### src/rtl/flb_pkg.sv
// Shared Flow Bus definitions: type encodings, non-posted marker bit, request payload struct.
package flb_pkg;

  localparam int FLB_NP_BIT = 3;
  localparam int FLB_TAG_W  = 8;

  typedef enum logic [3:0] {
    FLB_MWR   = 4'h0,
    FLB_MSG   = 4'h1,
    FLB_IOWR  = 4'h2,
    FLB_CFGWR = 4'h3,
    FLB_MRD   = 4'h8,
    FLB_IORD  = 4'h9,
    FLB_CFGRD = 4'hA
  } flb_type_e;

  typedef enum logic {
    ARB_IDLE = 1'b0,
    ARB_HOLD = 1'b1
  } arb_state_e;

  typedef struct packed {
    logic [3:0]  ftype;
    logic [31:0] data;
    logic [3:0]  data_en;
    logic [63:0] addr;
    logic        wren;
  } flb_req_t;

  function automatic logic is_np(input logic [3:0] ftype);
    return ftype[FLB_NP_BIT];
  endfunction

endpackage

### src/rtl/flb_tag_pool.sv
// Non-posted tag pool: busy vector, lowest-free allocation, free count and sticky misuse flag.
module flb_tag_pool
  import flb_pkg::*;
#(
  parameter int NUM_TAGS = 32,
  parameter int TAG_W    = FLB_TAG_W
) (
  input  logic             clk,
  input  logic             rstn,
  input  logic             srst,
  input  logic             alloc,
  input  logic             free_valid,
  input  logic [TAG_W-1:0] free_tag,
  output logic             any_free,
  output logic [TAG_W-1:0] alloc_tag,
  output logic [TAG_W:0]   tags_free,
  output logic             tag_err
);

  logic [NUM_TAGS-1:0] busy_reg, busy_next;
  logic [NUM_TAGS-1:0] free_mask, alloc_mask;
  logic [TAG_W:0]      busy_cnt;
  logic                err_reg;

  // Out-of-range tags match no mask bit, so they fall into the error path too.
  genvar gi;
  generate
    for (gi = 0; gi < NUM_TAGS; gi++) begin : g_tag
      assign free_mask[gi]  = free_valid && busy_reg[gi] && (free_tag == TAG_W'(gi));
      assign alloc_mask[gi] = alloc && any_free && (alloc_tag == TAG_W'(gi));
    end
  endgenerate

  always_comb begin
    alloc_tag = '0;
    any_free  = 1'b0;
    for (int i = NUM_TAGS - 1; i >= 0; i--) begin
      if (!busy_reg[i]) begin
        alloc_tag = TAG_W'(i);
        any_free  = 1'b1;
      end
    end
  end

  always_comb begin
    busy_cnt = '0;
    for (int i = 0; i < NUM_TAGS; i++) begin
      busy_cnt = busy_cnt + {{TAG_W{1'b0}}, busy_reg[i]};
    end
  end

  assign busy_next = (busy_reg & ~free_mask) | alloc_mask;
  assign tags_free = (TAG_W + 1)'(NUM_TAGS) - busy_cnt;
  assign tag_err   = err_reg;

  always_ff @(posedge clk or negedge rstn) begin
    if (!rstn) begin
      busy_reg <= '0;
      err_reg  <= 1'b0;
    end else if (srst) begin
      busy_reg <= '0;
      err_reg  <= 1'b0;
    end else begin
      busy_reg <= busy_next;
      if (free_valid && !(|free_mask)) err_reg <= 1'b1;
    end
  end

endmodule

### src/rtl/flb_rq_arbiter.sv
// Round-robin arbiter for the FLB request port with non-posted tag ownership.
// Define FLB_ARB_PRIO0_EN to give requester 0 strict priority over the round-robin group.
module flb_rq_arbiter
  import flb_pkg::*;
#(
  parameter int  NUM_REQ  = 4,
  parameter int  NUM_TAGS = 32,
  parameter int  TAG_W    = FLB_TAG_W,
  localparam int SRC_W    = $clog2(NUM_REQ)
) (
  input  logic                  clk,
  input  logic                  rstn,
  input  logic                  srst,
  input  logic [NUM_REQ-1:0]    req_valid,
  input  logic [NUM_REQ*4-1:0]  req_type,
  input  logic [NUM_REQ*32-1:0] req_data,
  input  logic [NUM_REQ*4-1:0]  req_data_en,
  input  logic [NUM_REQ*64-1:0] req_addr,
  input  logic [NUM_REQ-1:0]    req_wren,
  output logic [NUM_REQ-1:0]    req_ready,
  output logic                  flb_request,
  output logic [3:0]            flb_type,
  output logic [31:0]           flb_data,
  output logic [3:0]            flb_data_en,
  output logic [63:0]           flb_addr,
  output logic                  flb_wren,
  input  logic                  flb_ready,
  output logic [TAG_W-1:0]      flb_tag,
  output logic [SRC_W-1:0]      flb_src,
  input  logic                  cpl_valid,
  input  logic [TAG_W-1:0]      cpl_tag,
  input  logic                  cpl_last,
  output logic [TAG_W:0]        tags_free,
  output logic                  tag_err
);

  arb_state_e        state_reg, state_next;
  logic [SRC_W-1:0]  rr_reg, rr_next;
  logic [SRC_W-1:0]  winner, win_hi, win_lo;
  logic              found_hi, found_lo, rr_upd, grant;
  logic [NUM_REQ-1:0] eligible;
  flb_req_t          sel, out_reg;
  logic [TAG_W-1:0]  tag_reg, alloc_tag;
  logic [SRC_W-1:0]  src_reg;
  logic              any_free, alloc;

  genvar gi;
  generate
    for (gi = 0; gi < NUM_REQ; gi++) begin : g_req
      assign eligible[gi]  = req_valid[gi] && (!req_type[gi*4 + FLB_NP_BIT] || any_free);
      assign req_ready[gi] = grant && (winner == SRC_W'(gi));
    end
  endgenerate

  // Two scans: first eligible at/after rr_reg, else first eligible overall (the wrap).
  always_comb begin
    found_hi = 1'b0;
    found_lo = 1'b0;
    win_hi   = '0;
    win_lo   = '0;
    for (int i = NUM_REQ - 1; i >= 0; i--) begin
      if (eligible[i] && (SRC_W'(i) >= rr_reg)) begin
        found_hi = 1'b1;
        win_hi   = SRC_W'(i);
      end
      if (eligible[i]) begin
        found_lo = 1'b1;
        win_lo   = SRC_W'(i);
      end
    end
    winner = found_hi ? win_hi : win_lo;
    rr_upd = found_lo;
`ifdef FLB_ARB_PRIO0_EN
    if (eligible[0]) begin
      winner = '0;
      rr_upd = 1'b0;
    end
`endif
  end

  assign rr_next = (winner == SRC_W'(NUM_REQ - 1)) ? '0 : winner + 1'b1;

  always_comb begin
    sel = '0;
    for (int i = 0; i < NUM_REQ; i++) begin
      if (winner == SRC_W'(i)) begin
        sel.ftype   = req_type[i*4 +: 4];
        sel.data    = req_data[i*32 +: 32];
        sel.data_en = req_data_en[i*4 +: 4];
        sel.addr    = req_addr[i*64 +: 64];
        sel.wren    = req_wren[i];
      end
    end
  end

  // req_ready is combinational, so it is gated off while either reset is active.
  always_comb begin
    state_next = state_reg;
    grant      = 1'b0;
    case (state_reg)
      ARB_IDLE: begin
        if (found_lo && rstn && !srst) begin
          grant      = 1'b1;
          state_next = ARB_HOLD;
        end
      end
      ARB_HOLD: begin
        if (flb_ready) state_next = ARB_IDLE;
      end
      default: state_next = ARB_IDLE;
    endcase
  end

  always_ff @(posedge clk or negedge rstn) begin
    if (!rstn) state_reg <= ARB_IDLE;
    else if (srst) state_reg <= ARB_IDLE;
    else state_reg <= state_next;
  end

  always_ff @(posedge clk or negedge rstn) begin
    if (!rstn) begin
      rr_reg  <= '0;
      out_reg <= '0;
      tag_reg <= '0;
      src_reg <= '0;
    end else if (srst) begin
      rr_reg  <= '0;
      out_reg <= '0;
      tag_reg <= '0;
      src_reg <= '0;
    end else if (grant) begin
      out_reg <= sel;
      tag_reg <= is_np(sel.ftype) ? alloc_tag : '0;
      src_reg <= winner;
      if (rr_upd) rr_reg <= rr_next;
    end
  end

  assign alloc = grant && is_np(sel.ftype);

  flb_tag_pool #(
    .NUM_TAGS (NUM_TAGS),
    .TAG_W    (TAG_W)
  ) u_tag_pool (
    .clk        (clk),
    .rstn       (rstn),
    .srst       (srst),
    .alloc      (alloc),
    .free_valid (cpl_valid && cpl_last),
    .free_tag   (cpl_tag),
    .any_free   (any_free),
    .alloc_tag  (alloc_tag),
    .tags_free  (tags_free),
    .tag_err    (tag_err)
  );

  assign flb_request = (state_reg == ARB_HOLD);
  assign flb_type    = out_reg.ftype;
  assign flb_data    = out_reg.data;
  assign flb_data_en = out_reg.data_en;
  assign flb_addr    = out_reg.addr;
  assign flb_wren    = out_reg.wren;
  assign flb_tag     = tag_reg;
  assign flb_src     = src_reg;

endmodule

### config.mk
export PLATFORM = sky130hd
export DESIGN_NAME = flb_rq_arbiter
export DESIGN_NICKNAME = d
export VERILOG_FILES = /design/src/rtl/flb_pkg.sv /design/src/rtl/flb_tag_pool.sv /design/src/rtl/flb_rq_arbiter.sv
export SDC_FILE = /design/constraint.sdc
export NUM_CORES = 1
export LEC_CHECK = 0
export ABC_AREA = 1
export ABC_CLOCK_PERIOD_IN_PS = 14390
export CAP_MARGIN = 20
export CORE_AREA = 2 2 219 221
export CTS_CLUSTER_DIAMETER = 200
export DETAILED_ROUTE_END_ITERATION = 10
export DIE_AREA = 0 0 221 223
export GPL_ROUTABILITY_DRIVEN = 0
export REMOVE_ABC_BUFFERS = 1
export SYNTH_ARGS = -nofsm -noshare
export SYNTH_HDL_FRONTEND = slang
export SYNTH_SLANG_ARGS = --single-unit
### constraint.sdc
create_clock -name clk -period 14.39 [get_ports clk]
set_input_delay 2.1585 -clock clk [delete_from_list [all_inputs] [get_ports clk]]
set_output_delay 2.1585 -clock clk [all_outputs]
set_load 0.02 [all_outputs]
==> results of run 1 <==
-- cell usage in the layout, fill, tap and decap left out, types with 4 or more instances in the layout --
cell type / count
sky130_fd_sc_hd__a221o_1: 7
sky130_fd_sc_hd__a221oi_1: 17
sky130_fd_sc_hd__nor3_1: 10
sky130_fd_sc_hd__nand2_1: 304
sky130_fd_sc_hd__o31ai_1: 5
sky130_fd_sc_hd__ha_1: 32
sky130_fd_sc_hd__inv_1: 96
sky130_fd_sc_hd__o22ai_1: 4
sky130_fd_sc_hd__clkdlybuf4s50_1: 563
sky130_fd_sc_hd__a21oi_1: 52
sky130_fd_sc_hd__o211ai_1: 50
sky130_fd_sc_hd__a22oi_1: 81
sky130_fd_sc_hd__nor2_1: 102
sky130_fd_sc_hd__clkinv_2: 7
sky130_fd_sc_hd__nand4_1: 42
sky130_fd_sc_hd__o21ai_0: 90
sky130_fd_sc_hd__fa_1: 24
sky130_fd_sc_hd__clkbuf_16: 17
sky130_fd_sc_hd__nor4_1: 7
sky130_fd_sc_hd__o311ai_0: 17
sky130_fd_sc_hd__inv_2: 8
sky130_fd_sc_hd__nand3_1: 74
sky130_fd_sc_hd__a31oi_1: 4
sky130_fd_sc_hd__o21ai_1: 24
sky130_fd_sc_hd__buf_4: 15
sky130_fd_sc_hd__nor2_4: 7
sky130_fd_sc_hd__o21ai_2: 5
sky130_fd_sc_hd__a211oi_1: 5
sky130_fd_sc_hd__diode_2: 4
sky130_fd_sc_hd__dfrtp_1: 148
-- layout make-up --
type                            count  area [µm²]  share of cell area
Sequential cell                   148        3700               0.217
Clock inverter                     12         100             0.00585
Antenna cell                        4        10.0            0.000585
Tap cell                          615         769              0.0450
Multi-Input combinational cell    995        5890               0.344
Clock buffer                       20         467              0.0273
Inverter                          107         404              0.0236
Timing Repair Buffer              579        5760               0.337
-- kinds of logic after synthesis --
logic type	after synthesis
AO/OA/AOI/OAI	370
XOR/XNOR	2
adder cells (fa/ha/maj)	59
buffers and inverters	205
flip-flops	148
other	1
AND/OR/NAND/NOR	561
-- per-stage QoR --
step / instance area (µm²) / std cells / hold WS, ns
after global placement: 16500 / 2444 / 0.455
final: 17100 / 2480 / 0.475
after floorplan: 9950 / 1250 / 0.536
after CTS: 17100 / 2476 / 0.482
after global routing: 17100 / 2478 / 0.504
after detailed placement: 16500 / 2444 / 0.468
-- worst max-delay path, delay by kind of cell, from the launching register on --
kind            cells  cell delay (ns)
compound gates      1             0.32
buf+inv             2             0.71
fa+ha+maj          10             4.28
flops               1             0.43
-- layer usage --
layer,vias to the layer above,routed length (µm),track usage
met2,574,24800,0.335
li1,5699,-,-
met5,-,35,0
met1,5754,19900,0.242
met4,4,1380,0.0701
met3,76,3920,0.0532
-- where the power goes --
part / internal, µW / leakage (µW) / switching [µW]
Combinational: 263 / 0.00461 / 308
Sequential: 458 / 0.00202 / 27.9
Clock: 251 / 0.000290 / 196
-- final timing paths --
check | start | endpoint | slack [ns]
min in group asynchronous | rstn | u_tag_pool.busy_reg[9] | 1.61
max in group asynchronous | rstn | flb_data[12] | 11.56
worst max register to register | u_tag_pool.busy_reg[20] | u_tag_pool.busy_reg[3] | 8.88
worst max-delay path | u_tag_pool.busy_reg[7] | tags_free[6] | 6.03
worst min register to register | flb_tag[4] | flb_tag[4] | 0.48
worst min-delay path | flb_tag[4] | flb_tag[4] | 0.48
==> out/results.txt, run 1 <==
Prior to clock tree synthesis, the placed netlist has a worst setup slack of 6.47 ns. The top cell type's share of synthesized area came out at 0.356. Count of flip-flops with a built-in enable after synthesis: 0. The static leakage was 0.00692 µW. The number of gates resized after CTS was 0. The cell taking the most area after synthesis was sky130_fd_sc_hd__dfrtp_1. The first global-routing pass estimated 74.3 mm of wire. Yosys attributes the largest share of cell area to sky130_fd_sc_hd__dfrtp_1 (36%), sky130_fd_sc_hd__nand2_1 (11%), sky130_fd_sc_hd__a22oi_1 (5.8%), sky130_fd_sc_hd__fa_1 (4.6%), sky130_fd_sc_hd__o21ai_0 (4.3%). The detailed-route vias per instance is 4.88. The most used flip-flop cell after synthesis is sky130_fd_sc_hd__dfrtp_1. The sequential-to-total area share from yosys stat was 0.356. No sink is reached through more buffers than the 2 on the longest clock path. During placement, the flow inserted port buffers numbering 564. The tools report the remaining antenna violation count as 0. Final wirelength: 50.0 mm. The tools report the overflow left after global routing as 0. The max-capacitance violation count was 0. The worst setup path is launched from a register. The top achievable clock speed was 0.120 GHz; the multiplexer area fraction after synthesis was 0. Traced cell by cell, the critical path runs through fa_1, ha_1, fa_1, fa_1, fa_1, inv_1, fa_1, fa_1, fa_1, ha_1, fa_1, a211oi_1, clkdlybuf4s50_1.

The layout net count is 2,345, and the final critical delay including setup and external delays is 8.36 ns. The highest cell delay on the worst timing path is 0.66 ns. The H-tree was split into 4 levels.

The run gives 0.363 as the final standard cell utilization of the core. In this run the core area contains 80 standard-cell rows. The number of antenna violations at the first check in global routing came out at 7. IR analysis of the VDD net gives a maximum drop of 65.4 µV. The most numerous cell in the Yosys netlist was sky130_fd_sc_hd__nand2_1. In this run, CTS created clock tree buffers numbering 17. After detailed routing, the number of remaining DRC violations is 0.

Dividing the detail-routed wire length by the instance count gives 20.2 µm. The flow ran to the end, and the final reports show no timing, DRC or antenna violations. Entering global routing, the biggest net connects 79 pins. Synthesis handed over a netlist of 1,346 instances. Setup violations remaining at the end of the flow were counted as 0.

The adder-cell share of the synthesized area is 0.0882, and the total power after layout is 1500 µW. Setup slack on the critical path of the routed design comes to 6.03 ns. The register with the most flip-flops in the layout has 64 of them. From bottom edge to top edge, the die measures 223 µm. The overall die area was 49,300 µm². TritonCTS built the clock tree. The number of vias after detailed routing came out at 12.1k. Type of the worst setup path: reg2out. The fraction of registers with async set or reset after synthesis is 1.00, and the data required time of the worst path is 12.23 ns.

The total count of hold-check failures in the final report was 0; the highest net fanout along the worst path was 4. The die width is 221 µm. The run gives 0.45 ns as the clock insertion delay at the later pin of the skew report. The number of synthesized register bits was 148.

The number of cells on the worst hold path works out to 2. The cts-stage hold buffer count is 0, and the xor and xnor area share after synthesis is 0.00168. The number of fillers in the final layout is 4,889, and the data arrival time of the worst path is 6.20 ns.

The average instance in the mapped netlist occupies 7.73 µm². The via count of the first global-routing pass is 12.2k. The kind of path behind the tightest hold check was reg2reg. For this design, the slowest cell found on the critical path is sky130_fd_sc_hd__clkdlybuf4s50_1. The post-detailed-placement half-perimeter wirelength is 38.1 mm, and the first-pass detailed-route iteration total is 6. The dominant combinational cell family by area after synthesis was compound AO/OA/AOI/OAI gates. The total area inside the core boundary comes to 47,100 µm².

The clock edge transition at the registers on the reported setup and hold paths came out at 0.07 ns. The initial cell density of the core is 0.221. The tools report the root cell of the clock tree as sky130_fd_sc_hd__clkbuf_16. The logs give 0 for the number of warnings reported in the yosys synthesis log and 0.198 for the combined global-route utilization of all metal layers. Setup repair after global routing left no endpoint under its margin. The detailed router finished its first iteration with 822 violations. Relative slew slack: 0.350. From synthesis to final layout, the design area changed by 64.3%.

The simple-gate portion of the synthesized area was 0.235. The combined area of all synthesized cells was 10,400 µm²; the transition time of the tightest slew-check pin was 0.975 ns. After routing, the total negative slack on setup checks comes to 0 ns. The critical path capture point type was an output pin. The share of cells above drive strength 1 was 0.0462; the number of top-level design ports was 568. Counting instances in the post-synthesis netlist gives the leading cell types as sky130_fd_sc_hd__nand2_1 (304), sky130_fd_sc_hd__dfrtp_1 (148), sky130_fd_sc_hd__nor2_1 (103), sky130_fd_sc_hd__inv_1 (97), sky130_fd_sc_hd__o21ai_0 (90). The number of pins with negative max-slew slack in the final report is 0. For this design the ratio of total power to cell area is 88.0 nW/µm².

The number of setup buffers added after CTS came out at 0. Counting distinct cell types in the post-synthesis netlist gives 49. The complex-gate fraction of the synthesized area works out to 0.236. The tools report the number of clock sinks as 148.

The tools report the post-route clock skew as 0.0132 ns. The final worst-path cycle share came out at 0.581. Counting cells, the worst reg-to-reg path comes to 24. The cell that appears most often on the critical path is sky130_fd_sc_hd__fa_1.
Power figures use the tool's default switching activity.
==> run 2, diff against run 1 <==
Settings changed: ABC_CLOCK_PERIOD_IN_PS 14390 to 7200.
Clock period 14.39 ns to 7.2 ns, I/O delays scaled along.
==> out/results.txt, run 2 (synthesis gave the netlist of run 1 again) <==
The run gives 0.197 as the combined global-route utilization of all metal layers. The analysis attributes to net switching a power of 1070 µW. The share of cells above drive strength 1 came out at 0.0462. The cell count after placement was 2,445. The transition time of the tightest slew-check pin is 0.864 ns, and the non-filler instance count after layout is 2,482.

The path class of the tightest hold or removal check is reg2reg. TritonCTS built the clock tree. The register with the most flip-flops in the layout has 64 of them. Cell internal power was estimated by the tool at 2050 µW. The total of buffers placed on input and output ports is 564, and the static leakage is 0.00698 µW.

The number of fillers in the final layout came out at 4,882. The worst setup path is captured at an output pin. The post-detailed-placement half-perimeter wirelength was 38.3 mm; the deepest level of the CTS H-tree was 4.

The clock edge transition at the registers on the reported setup and hold paths was 0.06 ns; the worst vdd rail ir drop was 156 µV. Row generation in the floorplan step produced 80 rows. The tools report the data arrival time of the worst path as 5.90 ns.

The height of the die was 223 µm; the standard cell core area was 47,100 µm². Wires add up to 49.8 mm. For the top achievable clock speed, the log shows 0.143 GHz. For the DRC violations left, the log shows 0. The number of antenna violations at the first check in global routing was 5; the number of clock sinks was 148. The final worst-path cycle share is 0.970, and the maximum number of pins on one net before global-route repair is 85. The run finished with clean final reports.

Counting I/O delays and the setup requirement, the final critical path takes 6.98 ns. The first global-routing pass estimated 73.6 mm of wire. After detailed routing, the number of vias per cell comes to 4.91.

The run gives 0 as the overflow left after global routing. Dividing total power by cell area gives a power density of 182 nW/µm². The total count of hold-check failures in the final report is 0, and the relative slew slack is 0.424. Before antenna repair, the detailed router went through 5 iterations.

Of all nets on the critical path, the largest fanout is 4. The count of nets left with antenna violations once routing finished came out at 0. The DRC violation total after the first TritonRoute iteration was 927. Setup violations remaining at the end of the flow were counted as 0. 568 I/O pins were placed.

The clock arrives with 0.0106 ns of skew. The area added between synthesis and finish works out to 65.1%. The run gives 12.2k as the number of vias after detailed routing. The number of pins with negative max-slew slack in the final report came out at 0.

For the number of buffers inserted during clock tree synthesis, the log shows 17. The library cell used most frequently in the layout, excluding fill and tap cells, is sky130_fd_sc_hd__clkdlybuf4s50_1. Hold repair after CTS inserted 0 buffers.

The floorplan step set the die width to 221 µm. The run gives 0.311 as the sequential share of power. The critical path starts at u_tag_pool.busy_reg[7]. The via count of the first global-routing pass is 12.5k. The clock passes through at most 2 buffers. The worst setup path is launched from a register.

The die covers 49,300 µm². For the worst-skew pair, the clock arrives at the later sink with an insertion delay of 0.48 ns. The root cell of the clock tree was sky130_fd_sc_hd__clkbuf_16. Data on the critical path is required at its endpoint by 6.12 ns. The share of total power in combinational logic is 0.364, and the detail-routed net length per standard cell is 20.1 µm. The switching share of power was 0.343. The logs give 0.221 for the initial cell density of the core and 0.472 ns for the worst hold margin. The startpoint identified for the worst register-to-register timing path is u_tag_pool.busy_reg[22]. The tools report the critical hold path startpoint as flb_tag[4]. Across the run, the number of max-cap violations was 0. Setup repair after global routing could not meet its margin everywhere. The critical path in this run is classified as reg2out. The final layout contains 2,346 nets. In the layout the commonest cells are sky130_fd_sc_hd__clkdlybuf4s50_1 (559), sky130_fd_sc_hd__nand2_1 (304), sky130_fd_sc_hd__dfrtp_1 (148).

The clock power share came out at 0.325.
## run 2: cell types whose count changed in the layout (fill, tap and decap cells not counted), moves of 3 or more
cell                              change
sky130_fd_sc_hd__bufinv_16            +4
sky130_fd_sc_hd__clkbuf_8             -3
sky130_fd_sc_hd__clkinv_2             -3
sky130_fd_sc_hd__clkdlybuf4s50_1      -4
sky130_fd_sc_hd__clkinvlp_4           +4
## run 2: timing repair
action	in CTS	in global routing
setup buffers	0	0
setup endpoints to repair	2	4
gates resized for setup	2	6
## run 2: critical path, stage by stage, from the launching register on
cell and delay, ns:
sky130_fd_sc_hd__dfrtp_1 0.44, sky130_fd_sc_hd__fa_1 0.45, sky130_fd_sc_hd__ha_1 0.33, sky130_fd_sc_hd__fa_1 0.57
sky130_fd_sc_hd__fa_1 0.44, sky130_fd_sc_hd__fa_1 0.40, sky130_fd_sc_hd__fa_1 0.52, sky130_fd_sc_hd__inv_1 0.05
sky130_fd_sc_hd__fa_1 0.50, sky130_fd_sc_hd__fa_1 0.41, sky130_fd_sc_hd__ha_1 0.23, sky130_fd_sc_hd__fa_1 0.46
sky130_fd_sc_hd__a211oi_1 0.28, sky130_fd_sc_hd__dlygate4sd1_1 0.35
## run 2: metrics by stage
stage	total power (µW)	instance area [µm²]	worst slack, ns	utilization	setup TNS (ns)
finish	3120	17200	0.216	0.365	0
floorplan	1480	9950	-0.736	-	-13.90
detailed placement	2130	16500	0.355	0.351	0
global placement	2120	16500	0.458	0.351	0
global route	3280	17200	-0.0324	0.364	-0.0517
CTS	3160	17200	0.0171	0.364	0
## run 2: worst paths after layout
kind	endpoint	slack, ns	cells past startpoint
worst max-delay path	tags_free[6]	0.22	13
worst min-delay path	flb_tag[4]	0.47	2
worst max register to register	u_tag_pool.busy_reg[3]	2.06	21
worst min register to register	flb_tag[4]	0.47	2
max in group asynchronous	flb_addr[22]	5.50	2
min in group asynchronous	flb_type[3]	0.50	1
## run 2: metal layers
metal	global-route usage	vias up	wire (µm)
li1	-	5714	-
met1	0.230	5831	19400
met2	0.340	540	24700
met3	0.0579	100	4100
met4	0.0764	6	1590
met5	0	-	34
## run 2: area by class of cell
cell class / instances / area, µm² / share of cell area
Antenna cell: 5 / 12.5 / 0.000728
Clock buffer: 18 / 429 / 0.0250
Clock inverter: 14 / 209 / 0.0122
Inverter: 107 / 404 / 0.0235
Multi-Input combinational cell: 995 / 5890 / 0.343
Sequential cell: 148 / 3700 / 0.215
Tap cell: 615 / 769 / 0.0448
Timing Repair Buffer: 580 / 5770 / 0.336
## run 2: power by group through the flow
stage / Clock, µW / Sequential (µW) / Combinational [µW]
after floorplan: 0 / 1080 / 403
after global placement: 0 / 980 / 1140
after detailed placement: 0 / 982 / 1150
after CTS: 1040 / 970 / 1150
after global routing: 1080 / 981 / 1230
final: 1010 / 971 / 1140
